`config.mk`:
```
export PLATFORM = sky130hd
export DESIGN_NAME = loop_lc_ctrl
export DESIGN_NICKNAME = d
export VERILOG_FILES = /design/src/rtl/loop_lc_ctrl.sv
export SDC_FILE = /design/constraint.sdc
export NUM_CORES = 1
export LEC_CHECK = 0
export ABC_AREA = 1
export CORE_MARGIN = 10
export CORE_UTILIZATION = 30
export DETAILED_ROUTE_END_ITERATION = 7
export HOLD_SLACK_MARGIN = 0.08
export MAX_ROUTING_LAYER = met4
export SLEW_MARGIN = 20
export SYNTH_ARGS = -nofsm -noshare
export SYNTH_HDL_FRONTEND = slang
export SYNTH_SLANG_ARGS = --single-unit
```
`constraint.sdc`:
```
create_clock -name clk -period 5.35 [get_ports clk]
set_clock_uncertainty 0.15 [all_clocks]
set_input_delay 1.07 -clock clk [delete_from_list [all_inputs] [get_ports clk]]
set_output_delay 1.07 -clock clk [all_outputs]
set_load 0.01 [all_outputs]
```
`src/rtl/loop_lc_ctrl.sv`:
```
// Modulo-scheduled loop controller: paces op pulses every II cycles, tracks the loop counter, drains epilogue stages.
// Optional LOOP_LC_CTRL_STALL_EN adds a stall input that freezes all progress and suppresses op.
module loop_lc_ctrl #(
    parameter int unsigned LCWIDTH  = 16,
    parameter int unsigned IIWIDTH  = 4,
    parameter int unsigned ESCWIDTH = 4
) (
    input  logic                clk,
    input  logic                rst_n,
`ifdef LOOP_LC_CTRL_STALL_EN
    input  logic                stall,
`endif
    input  logic                start,
    input  logic [LCWIDTH-1:0]  trip_count,
    input  logic [IIWIDTH-1:0]  ii,
    input  logic [ESCWIDTH-1:0] esc,
    output logic                op,
    output logic                running,
    output logic                enable,
    output logic [LCWIDTH-1:0]  lc,
    input  logic [LCWIDTH-1:0]  lc_in,
    input  logic                lc_wen,
    input  logic                p,
    input  logic                p_en,
    output logic                busy,
    output logic                done
);

    typedef enum logic [1:0] {
        IDLE   = 2'd0,
        KERNEL = 2'd1,
        DRAIN  = 2'd2,
        DONE   = 2'd3
    } state_e;

    state_e              state_q, state_d;
    logic [LCWIDTH-1:0]  lc_q, lc_d;
    logic [IIWIDTH-1:0]  ii_q, ii_d;
    logic [IIWIDTH-1:0]  phase_q, phase_d;
    logic [ESCWIDTH-1:0] esc_q, esc_d;
    logic                stall_w;
    logic                active_w;
    logic                op_w;

`ifdef LOOP_LC_CTRL_STALL_EN
    assign stall_w = stall;
`else
    assign stall_w = 1'b0;
`endif

    // op is decoded from registered state only; stall is the sole gating input
    assign active_w = (state_q == KERNEL) || (state_q == DRAIN);
    assign op_w     = active_w && (phase_q == ii_q - IIWIDTH'(1)) && !stall_w;
    assign op       = op_w;
    assign lc       = lc_q;

    always_comb begin
        state_d = state_q;
        lc_d    = lc_q;
        ii_d    = ii_q;
        phase_d = phase_q;
        esc_d   = esc_q;
        if (!stall_w) begin
            if (active_w) begin
                phase_d = op_w ? '0 : phase_q + IIWIDTH'(1);
            end
            case (state_q)
                IDLE: begin
                    if (start) begin
                        if (trip_count != '0) begin
                            lc_d    = trip_count - LCWIDTH'(1);
                            ii_d    = (ii == '0) ? IIWIDTH'(1) : ii;
                            esc_d   = esc;
                            phase_d = '0;
                            state_d = KERNEL;
                        end else begin
                            state_d = DONE;
                        end
                    end
                end
                KERNEL: begin
                    if (lc_wen) begin
                        lc_d = lc_in;
                    end
                    if (op_w && p_en && !p) begin
                        state_d = (esc_q == '0) ? DONE : DRAIN;
                    end
                end
                DRAIN: begin
                    // esc_q doubles as the epilogue down-counter
                    if (op_w) begin
                        esc_d = esc_q - ESCWIDTH'(1);
                        if (esc_q == ESCWIDTH'(1)) begin
                            state_d = DONE;
                        end
                    end
                end
                DONE: begin
                    state_d = IDLE;
                end
                default: begin
                    state_d = IDLE;
                end
            endcase
        end
    end

    always_ff @(posedge clk or negedge rst_n) begin
        if (!rst_n) begin
            state_q <= IDLE;
            lc_q    <= '0;
            ii_q    <= '0;
            phase_q <= '0;
            esc_q   <= '0;
            running <= 1'b0;
            enable  <= 1'b0;
            busy    <= 1'b0;
            done    <= 1'b0;
        end else begin
            state_q <= state_d;
            lc_q    <= lc_d;
            ii_q    <= ii_d;
            phase_q <= phase_d;
            esc_q   <= esc_d;
            running <= (state_d == KERNEL) || (state_d == DRAIN);
            enable  <= (state_d == KERNEL);
            busy    <= (state_d != IDLE);
            done    <= (state_d == DONE);
        end
    end

endmodule

```
==> qor.yml, run 1 <==
outcome:
  outcome: "finished clean"
grt:
  grt_max_degree: 35
  busiest_layer: "met2"
  grt_use_met1_pct: 13.46
  use_met3_pct: 3.772
  grt_pass1_wl_um: 10430
  antenna_found_initial: 0
  grt_usage_pct: 11.29
  grt_pass1_vias: 2276
  use_met2_pct: 17.78
  gr-total-overflow: 0
setup_path:
  reg2reg_depth: 8
  reg2reg_slack_ns: 2.53
  cp_max_fo: 5
  critPathCaptureType: "output port"
  cp.arrival_ns: 2.29
  slowest_stage: "clkdlybuf4s50_1"
  critPathRequiredTime_ns: 4.13
  path_buf_inv: 3
  slowest_delay_ns: 0.54
  cp_top_family: "buffers and inverters"
  crit_chain: "inv_1 > ha_1 > nand2_2 > nand2_1 > nand4_2 > nor2_4 > nand2_4 > inv_1 > clkdlybuf4s50_1"
  worstReg2RegEnd: "lc[0]$_DFFE_PN0P_"
  crit_type: "flop to output port"
  timing.rr.start: "state_q[1]$_DFF_PN0_"
  startpoint_type: "flop"
  cpMostUsedCell: "inv_1"
clocking:
  numCtsBuffers: 5
  cts_setup_buffers: 0
  clk_pin_slew_ns: 0.07
  clk_latency_ns: 0.29
  ctsResizeCount: 0
  cts_num_sinks: 34
  cts_tree: "yes"
  clockRootBuffer: "clkbuf_8"
  cts_hold_buf: 0
  clk_path_buf_depth: 2
  htreeDepth: 2
floorplanning:
  io_pins: 67
  die-height_um: 107.9
  die_x_um: 107.9
  core_um2: 7370
  rows: 31
  die_area_um2: 11630
  initial_utilization_pct: 31.43
power:
  ir_drop_mv: 0.1766
  p_per_area_nw_per_um2: 541.9
  p_total_uw: 1732
  leakage_uw: 0.001534
sta:
  period_minus_slack_ns: 3.507
  period_share_pct: 65.56
  finalMaxSlewViolations: 0
  hold_viol_final: 0
  timing.setup.tns_ns: 0
  rsz0062_at_grt: "no"
  slew-limit-headroom_pct: 47.65
  setup-violations-final: 0
  worst_slew_pin_slew_ns: 0.7853
  setup_ws_ns: 1.843
  max_freq_mhz: 285.1
layout:
  post-route-util_pct: 43.36
  drive_above_1_share_pct: 9.278
  fin_area_um2: 3196
  diodes: 0
  n_fill_cell: 764
  num-nets-final: 445
  area_growth_pct: 37.98
placement:
  placed_area_um2: 3053
  routabilityCongestion: 0.8618
  preCtsSetupSlack_ns: 2.044
  port_buffers: 66
  dp.final_hpwl_um: 5018
yosys:
  synth.distinct_cells: 40
  synth_warnings: 0
  syn_area_um2: 2316
  ys_seq_area_share_pct: 36.74
  async_reset_ff_share_pct: 100.0
  syn-num-nets: 379
  synth_area_per_cell_um2: 7.215
  synth_area_leader_cell: "dfrtp_1"
  synth_seq_cells: 34
  syn_inst: 321
  synthTopCellsByArea: "dfrtp_1, nand2_1, ha_1"
  synth-edff-count: 0
  netlist.area_leader.share_pct: 36.74
  synth_flop_cell: "dfrtp_1"
hold_path:
  holdCritStartpoint: "lc[15]$_DFFE_PN0P_"
  hold_end: "lc[15]$_DFFE_PN0P_"
  whs_path_depth: 2
  hp-class: "flop to flop"
job:
  maxCapViolCount: 0
drt:
  drt-wirelength-per-cell_um: 12.80
  dr_total_vias: 2168
  ant_nets: 0
  wirelength_um: 6232
  firstDrtPassIters: 5
  via_per_inst: 4.452
  drt_iter0_drc: 125
  route.detailed.drc: 0
-- state kept, by name, summed over array words and instances (netlist names) --
| signal | count |
|---|---|
| lc | 16 |
| esc_q | 4 |
| ii_q | 4 |
| phase_q | 4 |
| state_q | 2 |
| busy | 1 |
| done | 1 |
| enable | 1 |
| running | 1 |
-- synth_stat cells (2+ instances only) --
cell type and count:
o21ai_1 6, nor2_1 29, nand2_1 102, a31oi_1 2, o31ai_1 2, nor2_2 2
inv_2 4, or2_2 3, ha_1 12, o211ai_2 3, nand4_1 2, nand3_1 18
buf_4 2, a21oi_1 10, clkbuf_1 3, nor3_1 6, inv_1 38, dfrtp_1 34
o21ai_2 3, nand2_4 3, nand2_2 3, o21ai_0 16
-- final cells by class --
type                       instances  area (um^2)  share of cell area, %
multi-input combinational        238         1265                  39.58
tap                               99        123.9                  3.876
clock buffer                       6        82.58                  2.584
timing repair buffer              66        655.6                  20.52
inverter                          42        157.7                  4.933
sequential                        34        850.8                  26.62
clock inverter                     2        60.06                  1.879
-- per-layer routing --
layer	vias to the layer above	part of all wire [%]
li1	1153	-
met1	949	48
met2	58	44
met3	8	6.4
met4	0	1.1
met5	-	0
-- kinds of logic (layout without fill, tap and decap cells) --
logic type / count (synthesis) / count (layout) / share of synthesized area (%)
XOR/XNOR: 2 / 2 / 0.7565
AO/OA/AOI/OAI: 48 / 48 / 13.13
adder cells (fa/ha/maj): 12 / 12 / 6.483
buffers and inverters: 49 / 116 / 8.643
AND/OR/NAND/NOR: 175 / 175 / 33.82
multiplexers: 1 / 1 / 0.4322
flip-flops: 34 / 34 / 36.74
-- worst register-to-register path, cell delays in order, from the launching register on --
cell	delay (ns)
dfrtp_1	0.41
inv_1	0.10
ha_1	0.51
inv_1	0.50
or2_2	0.44
nand3_4	0.24
inv_2	0.17
o211ai_1	0.11
nand2_1	0.07
-- through the flow --
step	hold WS, ns	cells
global placement	0.3163	479
CTS	0.3382	487
detailed placement	0.3168	479
global route	0.3646	487
finish	0.3340	487
floorplan	0.3128	321
-- power by group --
group          switching, uW  leakage, uW  internal, uW
combinational            555      0.00104           406
clock                   99.7    0.0000714           199
sequential              83.1     0.000420           389
total                    738      0.00153           994
-- worst max-delay path by stage --
stage / startpoint / to / cells after the start
finish: state_q[0]$_DFF_PN0_ / op / 9
global route: state_q[0]$_DFF_PN0_ / op / 9
CTS: state_q[0]$_DFF_PN0_ / op / 9
detailed placement: trip_count[0] / ii_q[0]$_DFFE_PN0P_ / 10
global placement: trip_count[0] / lc[0]$_DFFE_PN0P_ / 12
floorplan: state_q[0]$_DFF_PN0_ / op / 8
-- placed cells by master, fill, tap and decap left out --
cell type and instances:
or2_2 3, nor3b_1 1, o31ai_1 2, nand4_1 2
inv_2 4, o21ai_2 3, nor2_2 2, o211ai_2 3
nor3_2 1, o22ai_1 1, bufinv_16 2, nand2_2 3
a211oi_1 1, nand3_4 1, xnor2_1 1, a22oi_1 1
clkdlybuf4s50_1 65, ha_1 12, nor2_1 29, o21ai_0 16
o21bai_1 1, nand2_4 3, o211ai_1 1, inv_1 38
buf_2 1, dfrtp_1 34, a31oi_1 2, nand2_1 102
nand3_1 18, clkbuf_8 6, nand3_2 1, o21ai_1 6
xor2_1 1, nor3_1 6, o21ai_4 1, nor2_4 1
nand4_2 1, mux2i_1 1, nor4_1 1, a21oi_1 10
Power figures use the tool's default switching activity.
==> run 2: changes to the inputs <==
clock period = 3.45 ns   (was 5.35 ns; I/O delays follow)
==> run 2 against run 1 <==
Effect of this change: critical path depth unchanged; worst hold slack gained 0.00050 ns; register-to-register slack got worse by 1.3 ns; critical path type unchanged; critical endpoint unchanged; largest cell class unchanged; largest power group unchanged; highest routed layer unchanged.
==> qor.yml, run 2 (synthesized netlist as in run 1, its figures left out) <==
grt:
  grt_max_degree: 35  # unchanged
  grt_usage_pct: 11.50  # +0.22 points
  antenna_found_initial: 0  # unchanged
  grt_pass1_vias: 2272  # -0.18%
  gr-total-overflow: 0  # unchanged
  grt_pass1_wl_um: 10680  # +2.4%
floorplanning:
  die_area_um2: 11630  # unchanged
  io_pins: 67  # unchanged
  rows: 31  # unchanged
  die_x_um: 107.9  # unchanged
  core_um2: 7370  # unchanged
  die-height_um: 107.9  # unchanged
  initial_utilization_pct: 31.43  # unchanged
clocking:
  numCtsBuffers: 5  # unchanged
  cts_hold_buf: 0  # unchanged
  clk_pin_slew_ns: 0.07  # about the same
  clk_latency_ns: 0.28  # about the same
  clockRootBuffer: "clkbuf_8"
  htreeDepth: 2  # unchanged
  ctsResizeCount: 0  # unchanged
  cts_setup_buffers: 0  # unchanged
  clk_path_buf_depth: 2  # unchanged
  cts_tree: "yes"
  cts_num_sinks: 34  # unchanged
power:
  leakage_uw: 0.001525  # -0.55%
  ir_drop_mv: 0.2767  # +57%
  p_per_area_nw_per_um2: 810.8  # +50%
  p_total_uw: 2567  # +48%
setup_path:
  slowest_stage: "clkdlybuf4s50_1"
  cp.arrival_ns: 2.27  # -0.02 ns
  path_buf_inv: 3  # unchanged
  cp_top_family: "buffers and inverters"
  slowest_delay_ns: 0.54  # about the same
  cpMostUsedCell: "inv_1"
  critPathCaptureType: "output port"
  cp_max_fo: 5  # unchanged
  crit_type: "flop to output port"
  critPathRequiredTime_ns: 2.61  # -1.52 ns
  crit_chain: "inv_1 > ha_1 > nand2_2 > nand2_1 > nand4_2 > nor2_4 > nand2_4 > inv_1 > clkdlybuf4s50_1"
  startpoint_type: "flop"
placement:
  port_buffers: 66  # unchanged
  routabilityCongestion: 0.8294  # -3.8%
  dp.final_hpwl_um: 5117  # +2.0%
  preCtsSetupSlack_ns: 0.5963  # -1.448 ns
hold_path:
  hp-class: "flop to flop"
layout:
  diodes: 0  # unchanged
  most-common-layout-cells: "nand2_1, clkdlybuf4s50_1, inv_1"
  num-nets-final: 448  # +0.67%
  drive_above_1_share_pct: 9.719  # +0.44 points
  largest_register_ffs: 16  # unchanged
  area_growth_pct: 36.74
  final_common_cell: "nand2_1"
  n_fill_cell: 760  # -0.52%
  multiInputGateArea_um2: 1265  # unchanged
  layout.area.seq_um2: 850.8  # unchanged
outcome:
  outcome: "finished clean"
sta:
  hold_viol_final: 0  # unchanged
  setup_ws_ns: 0.3446  # -1.498 ns
  finalMaxSlewViolations: 0  # unchanged
  setup-violations-final: 0  # unchanged
  whs_ns: 0.3345  # +0.0005000 ns
  timing.setup.tns_ns: 0  # unchanged
  slew-limit-headroom_pct: 47.96  # +0.31 points
  period_share_pct: 90.01
  worst_slew_pin_slew_ns: 0.7807  # -0.004580 ns
  period_minus_slack_ns: 3.105
  max_freq_mhz: 322.0
  rsz0062_at_grt: "no"
drt:
  ant_nets: 0  # unchanged
  drt_iter0_drc: 78  # -38%
  wirelength_um: 6328  # +1.5%
  dr_total_vias: 2199  # +1.4%
  drt-wirelength-per-cell_um: 12.91  # +0.92%
  via_per_inst: 4.488  # +0.81%
  route.detailed.drc: 0  # unchanged
  firstDrtPassIters: 4  # -1
job:
  maxCapViolCount: 0  # unchanged
==> run 2: path summary, 6_finish.rpt <==
kind	from	endpoint	slack (ns)	cells past startpoint
setup / recovery	state_q[0]$_DFF_PN0_	op	0.34	9
hold / removal	lc[9]$_DFFE_PN0P_	lc[9]$_DFFE_PN0P_	0.33	2
setup reg to reg	state_q[0]$_DFF_PN0_	done$_DFF_PN0_	1.20	11
hold reg to reg	lc[9]$_DFFE_PN0P_	lc[9]$_DFFE_PN0P_	0.33	2
max in group asynchronous	rst_n	lc[8]$_DFFE_PN0P_	2.32	1
min in group asynchronous	rst_n	ii_q[1]$_DFFE_PN0P_	0.34	1
==> run 2: final cells by class <==
cell class	instances	area share, %
multi-input combinational	238	39.94
sequential	34	26.87
timing repair buffer	69	21.41
inverter	42	4.978
tap	99	3.912
clock buffer	7	2.726
clock inverter	1	0.1580
==> run 2: stage by stage <==
stage	instance area, um^2	util, %	instances
2_1_floorplan	2316	-	321
3_3_place_gp	3075	41.73	482
3_5_place_dp	3075	41.73	482
4_1_cts	3167	42.97	490
5_1_grt	3167	42.97	490
6_report	3167	42.97	490
==> run 2: report_power, final <==
| part | internal (uW) | total (uW) | switching, uW |
|---|---|---|---|
| clock | 161 | 304 | 143 |
| sequential | 603 | 732 | 129 |
| combinational | 652 | 1530 | 880 |
| total | 1420 | 2570 | 1150 |
==> run 2: tightest hold or removal path, cell delays in order, from the launching register on <==
cell and delay (ns):
dfrtp_1 0.35, nand2_1 0.05, nand2_1 0.05
==> run 2: metal layers <==
| metal | global-route usage [%] | wire length (um) | up-vias | part of all wire [%] |
|---|---|---|---|---|
| li1 | - | - | 1163 | - |
| met1 | 14.51 | 2969 | 973 | 47 |
| met2 | 17.74 | 2898 | 59 | 46 |
| met3 | 3.832 | 437 | 4 | 6.9 |
| met4 | 1.813 | 22 | 0 | 0.35 |
| met5 | - | 0 | - | 0 |
==> run 3: changes to the inputs <==
CTS_CLUSTER_DIAMETER = 30   (was not set)
clock period = 3.85 ns   (was 3.45 ns; I/O delays follow)
==> run 3 against run 2 <==
Effect of this change: wire length up 2.0%; clock power shrank 7.2%; non-clock buffer count is 2 lower; first-iteration DRC count is 19% lower; count of clock-buffer cells in the layout unchanged; cell count fell by 0.41%; via count is 0.23% lower; worst hold slack lost 0.0021 ns; die area is the same; total power decreased by 11%; critical path depth stayed put; largest power group unchanged.
==> qor.yml, run 3 (synthesized netlist as in run 1, its figures left out) <==
outcome:
  outcome: "finished clean"
sta:
  period_share_pct: 82.78
  max_freq_mhz: 313.8
  timing.setup.tns_ns: 0  # unchanged
  hold_viol_final: 0  # unchanged
  finalMaxSlewViolations: 0  # unchanged
  slew-limit-headroom_pct: 45.95  # -2.0 points
  setup-violations-final: 0  # unchanged
  period_minus_slack_ns: 3.187
  worst_slew_pin_slew_ns: 0.8108  # +0.03011 ns
  rsz0062_at_grt: "no"
  whs_ns: 0.3324  # -0.002082 ns
floorplanning:
  die-height_um: 107.9  # unchanged
  core_um2: 7370  # unchanged
  die_area_um2: 11630  # unchanged
  rows: 31  # unchanged
  io_pins: 67  # unchanged
  initial_utilization_pct: 31.43  # unchanged
  die_x_um: 107.9  # unchanged
setup_path:
  cp_max_fo: 5  # unchanged
  timing.rr.start: "state_q[1]$_DFF_PN0_"
  path_buf_inv: 3  # unchanged
  cp_top_family: "buffers and inverters"
  crit_type: "flop to output port"
  critPathRequiredTime_ns: 2.93  # +0.32 ns
  critPathCaptureType: "output port"
  startpoint_type: "flop"
  slowest_delay_ns: 0.54  # about the same
  cpMostUsedCell: "inv_1"
  cp.arrival_ns: 2.27  # about the same
  slowest_stage: "clkdlybuf4s50_1"
  reg2reg_slack_ns: 1.07  # -0.13 ns
  cp.depth: 9  # unchanged
  crit_chain: "inv_1 > ha_1 > nand2_2 > nand2_1 > nand4_2 > nor2_4 > nand2_4 > inv_1 > clkdlybuf4s50_1"
  reg2reg_depth: 8  # -3
  worstReg2RegEnd: "lc[0]$_DFFE_PN0P_"
clocking:
  cts_setup_buffers: 0  # unchanged
  htreeDepth: 2  # unchanged
  clk_pin_slew_ns: 0.07  # about the same
  clk_latency_ns: 0.28  # about the same
  clockRootBuffer: "clkbuf_8"
  numCtsBuffers: 5  # unchanged
  cts_tree: "yes"
  ctsResizeCount: 0  # unchanged
  cts_num_sinks: 34  # unchanged
  cts_hold_buf: 0  # unchanged
  clk_path_buf_depth: 2  # unchanged
drt:
  drt_iter0_drc: 63  # -19%
  dr_total_vias: 2194  # -0.23%
  wirelength_um: 6453  # +2.0%
  firstDrtPassIters: 4  # unchanged
  ant_nets: 0  # unchanged
  drt-wirelength-per-cell_um: 13.22  # +2.4%
  route.detailed.drc: 0  # unchanged
  via_per_inst: 4.496  # +0.18%
placement:
  port_buffers: 66  # unchanged
  routabilityCongestion: 0.8154  # -1.7%
  dp_cells: 480  # -0.41%
  dp.final_hpwl_um: 5142  # +0.48%
power:
  leakage_uw: 0.001516  # -0.63%
  p_per_area_nw_per_um2: 726.4  # -10%
  ir_drop_mv: 0.3248  # +17%
hold_path:
  holdCritStartpoint: "lc[3]$_DFFE_PN0P_"
  whs_path_depth: 2  # unchanged
  hp-class: "flop to flop"
  hold_end: "lc[3]$_DFFE_PN0P_"
grt:
  grt_max_degree: 35  # unchanged
  antenna_found_initial: 0  # unchanged
  grt_usage_pct: 11.72  # +0.22 points
  grt_pass1_vias: 2374  # +4.5%
  gr-total-overflow: 0  # unchanged
  grt_pass1_wl_um: 10900  # +2.0%
layout:
  most-common-layout-cells: "nand2_1, clkdlybuf4s50_1, inv_1"
  largest_register_ffs: 16  # unchanged
  area_growth_pct: 36.09
  n_fill_cell: 772  # +1.6%
  drive_above_1_share_pct: 9.254  # -0.46 points
  final_common_cell: "nand2_1"
  diodes: 0  # unchanged
  num-nets-final: 446  # -0.45%
  final-instance-count-excl-fill: 488  # -0.41%
job:
  maxCapViolCount: 0  # unchanged
## run 3: cell types whose count changed in the layout (fill, tap and decap cells not counted)
cell,delta
buf_4,-2
## run 3: worst max-delay path by stage
stage	start	to	slack (ns)
floorplan	state_q[0]$_DFF_PN0_	op	1.59
finish	state_q[0]$_DFF_PN0_	op	0.66
CTS	state_q[0]$_DFF_PN0_	op	0.64
global route	state_q[0]$_DFF_PN0_	op	0.52
detailed placement	trip_count[0]	lc[0]$_DFFE_PN0P_	0.90
global placement	trip_count[0]	lc[0]$_DFFE_PN0P_	0.95
## run 3: per-stage QoR
stage	utilization [%]	power (uW)	area [um^2]	setup WS, ns
6_report	42.77	2290	3152	0.6631
5_1_grt	42.77	2532	3152	0.5168
4_1_cts	42.77	2338	3152	0.6374
3_5_place_dp	41.53	2040	3060	0.8951
3_3_place_gp	41.53	2013	3060	0.9528
2_1_floorplan	-	1578	2316	1.590
## run 3: power breakdown
group | switching (uW) | total, uW | internal (uW)
Clock | 137 | 282 | 145
Sequential | 116 | 656 | 540
Combinational | 780 | 1350 | 572
Total | 1030 | 2290 | 1260
## run 3: final cells by class
| type | count | area [um^2] | share of cell area, % |
|---|---|---|---|
| Clock inverter | 1 | 5.005 | 0.1588 |
| Inverter | 42 | 157.7 | 5.002 |
| Tap cell | 99 | 123.9 | 3.930 |
| Multi-Input combinational cell | 238 | 1265 | 40.13 |
| Sequential cell | 34 | 850.8 | 26.99 |
| Clock buffer | 7 | 86.33 | 2.739 |
| Timing Repair Buffer | 67 | 663.1 | 21.04 |
## run 3: worst min-delay path: cells and delay by family (launching register included)
family           cells  cell delay, ns
DFF                  1            0.34
and+or+nand+nor      2            0.11
## run 3: layer usage
metal  GRT usage [%]  vias to the layer above  part of all wire [%]
met1           14.49                      977                    47
met5               -                        -                     0
met4           1.718                        0                  0.15
li1                -                     1158                     -
met3           3.473                        2                   5.9
met2           18.82                       57                    47
